`src/rtl/zmips_pkg.sv`:
```
// Shared encodings for the zmips multiply/divide unit: operation codes and
// the sequencer state type.
package zmips_pkg;

  localparam logic [1:0] MD_MULT  = 2'b00;
  localparam logic [1:0] MD_MULTU = 2'b01;
  localparam logic [1:0] MD_DIV   = 2'b10;
  localparam logic [1:0] MD_DIVU  = 2'b11;

  typedef enum logic [1:0] {
    IDLE = 2'b00,
    RUN  = 2'b01,
    FIX  = 2'b10
  } md_state_e;

  // Signed variants have op[0] clear, divides have op[1] set.
  function automatic logic md_is_signed(input logic [1:0] op);
    return ~op[0];
  endfunction

  function automatic logic md_is_div(input logic [1:0] op);
    return op[1];
  endfunction

endpackage

```
`src/rtl/zmips_cond_neg.sv`:
```
// Conditional two's-complement negator: out = neg ? -in : in.
module zmips_cond_neg #(
  parameter int WIDTH = 32
) (
  input  logic [WIDTH-1:0] val_i,
  input  logic             neg_i,
  output logic [WIDTH-1:0] val_o
);

  assign val_o = neg_i ? ((~val_i) + WIDTH'(1)) : val_i;

endmodule

```
`src/rtl/zmips_muldiv.sv`:
```
// Radix-2 iterative multiply/divide unit owning HI/LO, start/busy/done handshake.
// Optional macro ZMIPS_MULDIV_EARLY_OUT_EN: multiply finishes once remaining multiplier bits are zero.
module zmips_muldiv
  import zmips_pkg::*;
#(
  parameter int WIDTH = 32,
  parameter int CW    = $clog2(WIDTH) + 1
) (
  input  logic             clk,
  input  logic             rst,
  input  logic             start,
  input  logic [1:0]       op,
  input  logic [WIDTH-1:0] a,
  input  logic [WIDTH-1:0] b,
  input  logic             wr_hi,
  input  logic             wr_lo,
  input  logic [WIDTH-1:0] wdata,
  output logic             busy,
  output logic             done,
  output logic             div_zero,
  output logic [WIDTH-1:0] hi,
  output logic [WIDTH-1:0] lo
);

  md_state_e        state_q;
  logic [CW-1:0]    cnt_q;
  logic             div_q, divz_q, dzo_q;
  logic             neg_res_q, neg_rem_q;
  logic             busy_q, done_q;
  logic [WIDTH-1:0] hi_q, lo_q;
  logic [WIDTH-1:0] acc_q, mq_q, md_q;

  logic             accept, sgn_in, div0_in;
  logic [WIDTH-1:0] a_mag, b_mag;
  logic [WIDTH:0]   mul_sum, div_shift;
  logic [WIDTH-1:0] div_diff;
  logic             div_ge;
  logic [WIDTH-1:0] acc_d, mq_d;
  logic             early_out;
  logic [2*WIDTH-1:0] early_prod;
  logic [2*WIDTH-1:0] prod_fix;
  logic [WIDTH-1:0] quo_fix, rem_fix;

  assign accept  = start && (state_q == IDLE);
  assign sgn_in  = md_is_signed(op);
  assign div0_in = md_is_div(op) && (b == '0);

  zmips_cond_neg #(.WIDTH(WIDTH)) u_mag_a (.val_i(a), .neg_i(sgn_in & a[WIDTH-1]), .val_o(a_mag));
  zmips_cond_neg #(.WIDTH(WIDTH)) u_mag_b (.val_i(b), .neg_i(sgn_in & b[WIDTH-1]), .val_o(b_mag));

  // One iteration: right-shifting shift-add for multiply, restoring shift-subtract for divide.
  assign mul_sum   = {1'b0, acc_q} + (mq_q[0] ? {1'b0, md_q} : '0);
  assign div_shift = {acc_q, mq_q[WIDTH-1]};
  assign div_ge    = (div_shift >= {1'b0, md_q});
  assign div_diff  = div_shift[WIDTH-1:0] - md_q;

  always_comb begin
    acc_d = mul_sum[WIDTH:1];
    mq_d  = {mul_sum[0], mq_q[WIDTH-1:1]};
    if (div_q) begin
      acc_d = div_ge ? div_diff : div_shift[WIDTH-1:0];
      mq_d  = {mq_q[WIDTH-2:0], div_ge};
    end
  end

`ifdef ZMIPS_MULDIV_EARLY_OUT_EN
  logic [WIDTH-1:0] rem_mask;
  // Low cnt_q bits of mq_q are the multiplier bits not yet consumed.
  assign rem_mask   = {WIDTH{1'b1}} >> (CW'(WIDTH) - cnt_q);
  assign early_out  = (state_q == RUN) && !div_q && ((mq_q & rem_mask) == '0);
  assign early_prod = {acc_q, mq_q} >> cnt_q;
`else
  assign early_out  = 1'b0;
  assign early_prod = {acc_q, mq_q};
`endif

  zmips_cond_neg #(.WIDTH(2*WIDTH)) u_fix_prod (.val_i({acc_q, mq_q}), .neg_i(neg_res_q), .val_o(prod_fix));
  zmips_cond_neg #(.WIDTH(WIDTH))   u_fix_quo  (.val_i(mq_q),  .neg_i(neg_res_q), .val_o(quo_fix));
  zmips_cond_neg #(.WIDTH(WIDTH))   u_fix_rem  (.val_i(acc_q), .neg_i(neg_rem_q), .val_o(rem_fix));

  // Datapath registers carry no reset; they are always loaded on accept.
  always_ff @(posedge clk) begin
    if (accept) begin
      acc_q <= '0;
      md_q  <= b_mag;
      mq_q  <= div0_in ? a : a_mag;
    end else if (state_q == RUN) begin
      if (early_out) begin
        {acc_q, mq_q} <= early_prod;
      end else begin
        acc_q <= acc_d;
        mq_q  <= mq_d;
      end
    end
  end

  always_ff @(posedge clk or posedge rst) begin
    if (rst) begin
      state_q   <= IDLE;
      cnt_q     <= '0;
      div_q     <= 1'b0;
      divz_q    <= 1'b0;
      dzo_q     <= 1'b0;
      neg_res_q <= 1'b0;
      neg_rem_q <= 1'b0;
      busy_q    <= 1'b0;
      done_q    <= 1'b0;
      hi_q      <= '0;
      lo_q      <= '0;
    end else begin
      done_q <= 1'b0;
      case (state_q)
        IDLE: begin
          if (wr_hi) hi_q <= wdata;
          if (wr_lo) lo_q <= wdata;
          if (start) begin
            div_q     <= md_is_div(op);
            divz_q    <= div0_in;
            dzo_q     <= 1'b0;
            neg_res_q <= sgn_in & (a[WIDTH-1] ^ b[WIDTH-1]);
            neg_rem_q <= sgn_in & a[WIDTH-1];
            cnt_q     <= CW'(WIDTH);
            busy_q    <= 1'b1;
            state_q   <= div0_in ? FIX : RUN;
          end
        end
        RUN: begin
          cnt_q <= cnt_q - CW'(1);
          if (early_out || (cnt_q == CW'(1))) state_q <= FIX;
        end
        FIX: begin
          if (divz_q) begin
            hi_q <= mq_q;
            lo_q <= '1;
          end else if (div_q) begin
            hi_q <= rem_fix;
            lo_q <= quo_fix;
          end else begin
            {hi_q, lo_q} <= prod_fix;
          end
          dzo_q   <= divz_q;
          done_q  <= 1'b1;
          busy_q  <= 1'b0;
          state_q <= IDLE;
        end
        default: state_q <= IDLE;
      endcase
    end
  end

  assign busy     = busy_q;
  assign done     = done_q;
  assign div_zero = dzo_q;
  assign hi       = hi_q;
  assign lo       = lo_q;

endmodule

```
`config.mk`:
```
export PLATFORM = sky130hd
export DESIGN_NAME = zmips_muldiv
export DESIGN_NICKNAME = d
export VERILOG_FILES = /design/src/rtl/zmips_pkg.sv /design/src/rtl/zmips_cond_neg.sv /design/src/rtl/zmips_muldiv.sv
export SDC_FILE = /design/constraint.sdc
export NUM_CORES = 1
export LEC_CHECK = 0
export CAP_MARGIN = 10
export CORE_ASPECT_RATIO = 1.1
export CORE_MARGIN = 1.5
export CORE_UTILIZATION = 57
export CTS_CLUSTER_SIZE = 30
export DETAILED_ROUTE_END_ITERATION = 8
export HOLD_SLACK_MARGIN = 0.05
export PLACE_DENSITY = 0.81
export SYNTH_ARGS = -nofsm -noshare
export SYNTH_HDL_FRONTEND = slang
export SYNTH_SLANG_ARGS = --single-unit
export TNS_END_PERCENT = 30
```
`constraint.sdc`:
```
create_clock -name clk -period 4.8 [get_ports clk]
set_input_delay 0.96 -clock clk [delete_from_list [all_inputs] [get_ports clk]]
set_output_delay 0.96 -clock clk [all_outputs]
set_load 0.005 [all_outputs]
```
==> impl_metrics.csv <==
group,metric,value,unit
timing,clock.fmax,238.2,MHz
routing,vias,14330,
timing,max-slew-margin-rel,0.2131,
timing,grt_setup_unrepaired,"no",
clocking,cts.clk_slew.worst_paths,0.08,ns
die,fp.dieW,154.5,um
routing,drtPass1Iterations,8,
critical_path,worst-path-buf-inv,1,
critical_path,criticalPathCategory,"input pin to register",
global_routing,track_usage,0.3580,
critical_path,crit_top_cell,"o21ai_0",
critical_path,cp_num_cells,10,
cells_and_area,antennaDiodeCount,0,
die,die_height,169.6,um
critical_path,path_max_fanout,23,
global_routing,antenna_found_initial,0,
logic_synthesis,syn_inst,1726,
clocking,numCtsBuffers,17,
routing,wl_per_cell,21.49,um
placement,dpl_worst_slack,0.1197,ns
global_routing,grt_start_max_net_pins,101,
cells_and_area,num-fill-cells,2067,
logic_synthesis,synth.area.top_cells,"dfrtp_1 14%, edfxtp_1 13%, xnor2_1 6.8%",
logic_synthesis,synth_warnings,0,
flow_run,drv_cap,0,
timing,period_share,0.8748,
routing,remaining_drc_errors,0,
clocking,cts_max_level,4,
placement,place_inst,2141,
logic_synthesis,synth-edff-count,64,
global_routing,met2_usage,0.6255,
critical_path,startpoint,"b[14]",
clocking,root_buffer,"clkbuf_16",
placement,io_buffers,169,
placement,dp_hpwl,35.86,mm
cells_and_area,nets,2025,
placement,place_congestion,0.9337,
logic_synthesis,ys_seq_area_frac,0.3156,
cells_and_area,multi_input_area,9246,um^2
logic_synthesis,synth_nets,1901,
timing,setup_slack,0.6011,ns
cells_and_area,layout.cells.non_filler,2173,
die,rows,60,
power_and_ir_drop,vdd_drop_max,0.3271,mV
cells_and_area,area_growth_syn_to_layout,17.70,%
power_and_ir_drop,power_leakage,0.006724,uW
routing,drt_iter0_drc,1318,
cells_and_area,layout-drive-gt1-share,0.06656,
logic_synthesis,ys_ff_latch,175,
clocking,worst_skew_pair.late_latency,0.45,ns
clocking,clkSinkCount,175,
critical_path,cp.arrival,4.36,ns
timing,setup_viol,0,
global_routing,globalRouteOverflowTotal,0,
die,io_pins,170,
critical_path,cp_slowest_stage_delay,0.58,ns
critical_path,timing.rr.start,"acc_q[23]",
clocking,cts_tree,"built",
logic_synthesis,synthArstFlopShare,0.4514,
logic_synthesis,yosys_most_used_dff,"dfrtp_1",
critical_path,rr_endpoint,"acc_q[23]",
timing,fin_crit,4.199,ns
routing,viasPerCell,6.595,
worst_hold_path,hold_class,"register to register",
critical_path,cp_cell_sequence,"clkdlybuf4s50_1 -> or4_4 -> or3_4 -> or4b_4 -> nor4_4 -> nor2_2 -> o21ai_0 -> xnor2_1 -> nand2_1 -> o21ai_0",
routing,ant_nets,0,
logic_synthesis,yosysTopAreaCell,"dfrtp_1",
critical_path,critPathCaptureType,"register",
global_routing,use_met3,0.04418,
critical_path,startpoint_type,"input pin",
critical_path,cp.required,4.96,ns
cells_and_area,utilization,0.6876,
routing,wl,46.69,mm
timing,fin_skew,0.01929,ns
timing,tightest_slew,1.180,ns
die,initial_utilization,0.5841,
global_routing,use_met1,0.4423,
clocking,cts_hold_buf,0,
clocking,postCtsSetupRepairBufs,0,
global_routing,top_usage_layer,"met2",
global_routing,grt_pass1_vias,13666,
clocking,cts-resized-gates,0,
logic_synthesis,avgSynthCellArea,8.334,um^2
critical_path,cp_top_family,"simple AND/OR/NAND/NOR gates",
timing,drv_slew,0,
critical_path,crit_path_top_delay_cell,"or4_4",
logic_synthesis,synth.most_common_cell,"o21ai_0",
logic_synthesis,netlist.area_leader.share,0.1374,
logic_synthesis,yosys-top-cells-count,"173 x o21ai_0, 167 x nand2_1, 132 x nor2_1, 127 x a21oi_1, 112 x xnor2_1",
logic_synthesis,synth_area,14380,um^2
logic_synthesis,synth.distinct_cells,80,
die,core_area,24620,um^2
run_status,status,"finished clean",
global_routing,grt_pass1_wl,74.29,mm
critical_path,r2r_slack,0.81,ns
power_and_ir_drop,total_power,12180,uW
critical_path,setup.worst_path.end,"mq_q[13]",
cells_and_area,seqCellArea,4541,um^2
timing,finalHoldViolations,0,
power_and_ir_drop,cellPowerDensity,719.2,nW/um^2
clocking,clockBufferDepth,2,
die,dieArea,26200,um^2
timing,fin_setup_tns,0,ns
critical_path,rr_worst_depth,9,
[logic make-up after synthesis]
| family | synth area share |
|---|---|
| AO/OA/AOI/OAI | 0.2636 |
| AND/OR/NAND/NOR | 0.1764 |
| flip-flops | 0.3156 |
| XOR/XNOR | 0.1035 |
| buffers and inverters | 0.04280 |
| adder cells (fa/ha/maj) | 0.06367 |
| multiplexers | 0.03445 |
[cell usage in the layout, fill, tap and decap left out, drive strengths merged, types with 15 or more instances in the layout]
cell type and instances:
a211oi 19, a21o 35, a21oi 128, a31oi 24, buf 33, clkbuf 19, clkdlybuf4s50 169, dfrtp 79
dfxtp 32, edfxtp 64, ha 70, inv 69, mux2i 45, nand2 167, nand2b 15, nand3 24
nand4 17, nor2 134, nor2b 17, nor3 40, o21a 16, o21ai 200, o22ai 33, o31ai 33
o41ai 16, or3 21, or4 19, xnor2 112, xor2 58
[final cells by class]
cell class / instances / share of cell area
clock buffer: 19 / 0.02616
tap: 310 / 0.02291
clock inverter: 13 / 0.008203
multi-input combinational: 1392 / 0.5462
timing repair buffer: 202 / 0.1146
sequential: 175 / 0.2682
inverter: 62 / 0.01382
[layer usage]
metal / wire (um) / vias up
met1: 18550 / 6866
li1: - / 6644
met5: 0 / -
met2: 22620 / 701
met4: 2108 / 0
met3: 3408 / 119
[through the flow]
step,cell area [um^2],hold WS (ns)
after CTS,16930,0.4871
final,16930,0.4793
after floorplan,14380,0.4449
after global placement,16350,0.4611
after global routing,16930,0.5058
after detailed placement,16350,0.4689
[flip-flops by register name, indices dropped and copies added, names as in the netlist, 2 cells and up]
| name | flops |
|---|---|
| state_q | 2 |
| mq_q | 32 |
| hi | 32 |
| acc_q | 32 |
| md_q | 32 |
| lo | 32 |
| cnt_q | 6 |
[where the power goes]
part | total (uW) | switching [uW] | leakage (uW) | internal, uW
combinational | 7440 | 4160 | 0.00458 | 3280
clock | 1390 | 679 | 0.000288 | 711
sequential | 3350 | 1030 | 0.00185 | 2320
total | 12200 | 5870 | 0.00672 | 6310
[worst min path at each step]
| stage | end | cells after the start | slack [ns] | startpoint |
|---|---|---|---|---|
| floorplan | cnt_q[5] | 1 | 0.44 | cnt_q[5] |
| global placement | lo[13] | 2 | 0.46 | lo[13] |
| detailed placement | lo[24] | 1 | 0.47 | lo[24] |
| CTS | lo[24] | 1 | 0.49 | lo[24] |
| global route | lo[24] | 1 | 0.51 | lo[24] |
| finish | lo[24] | 1 | 0.48 | lo[24] |
(Power assumes the default switching activity.)
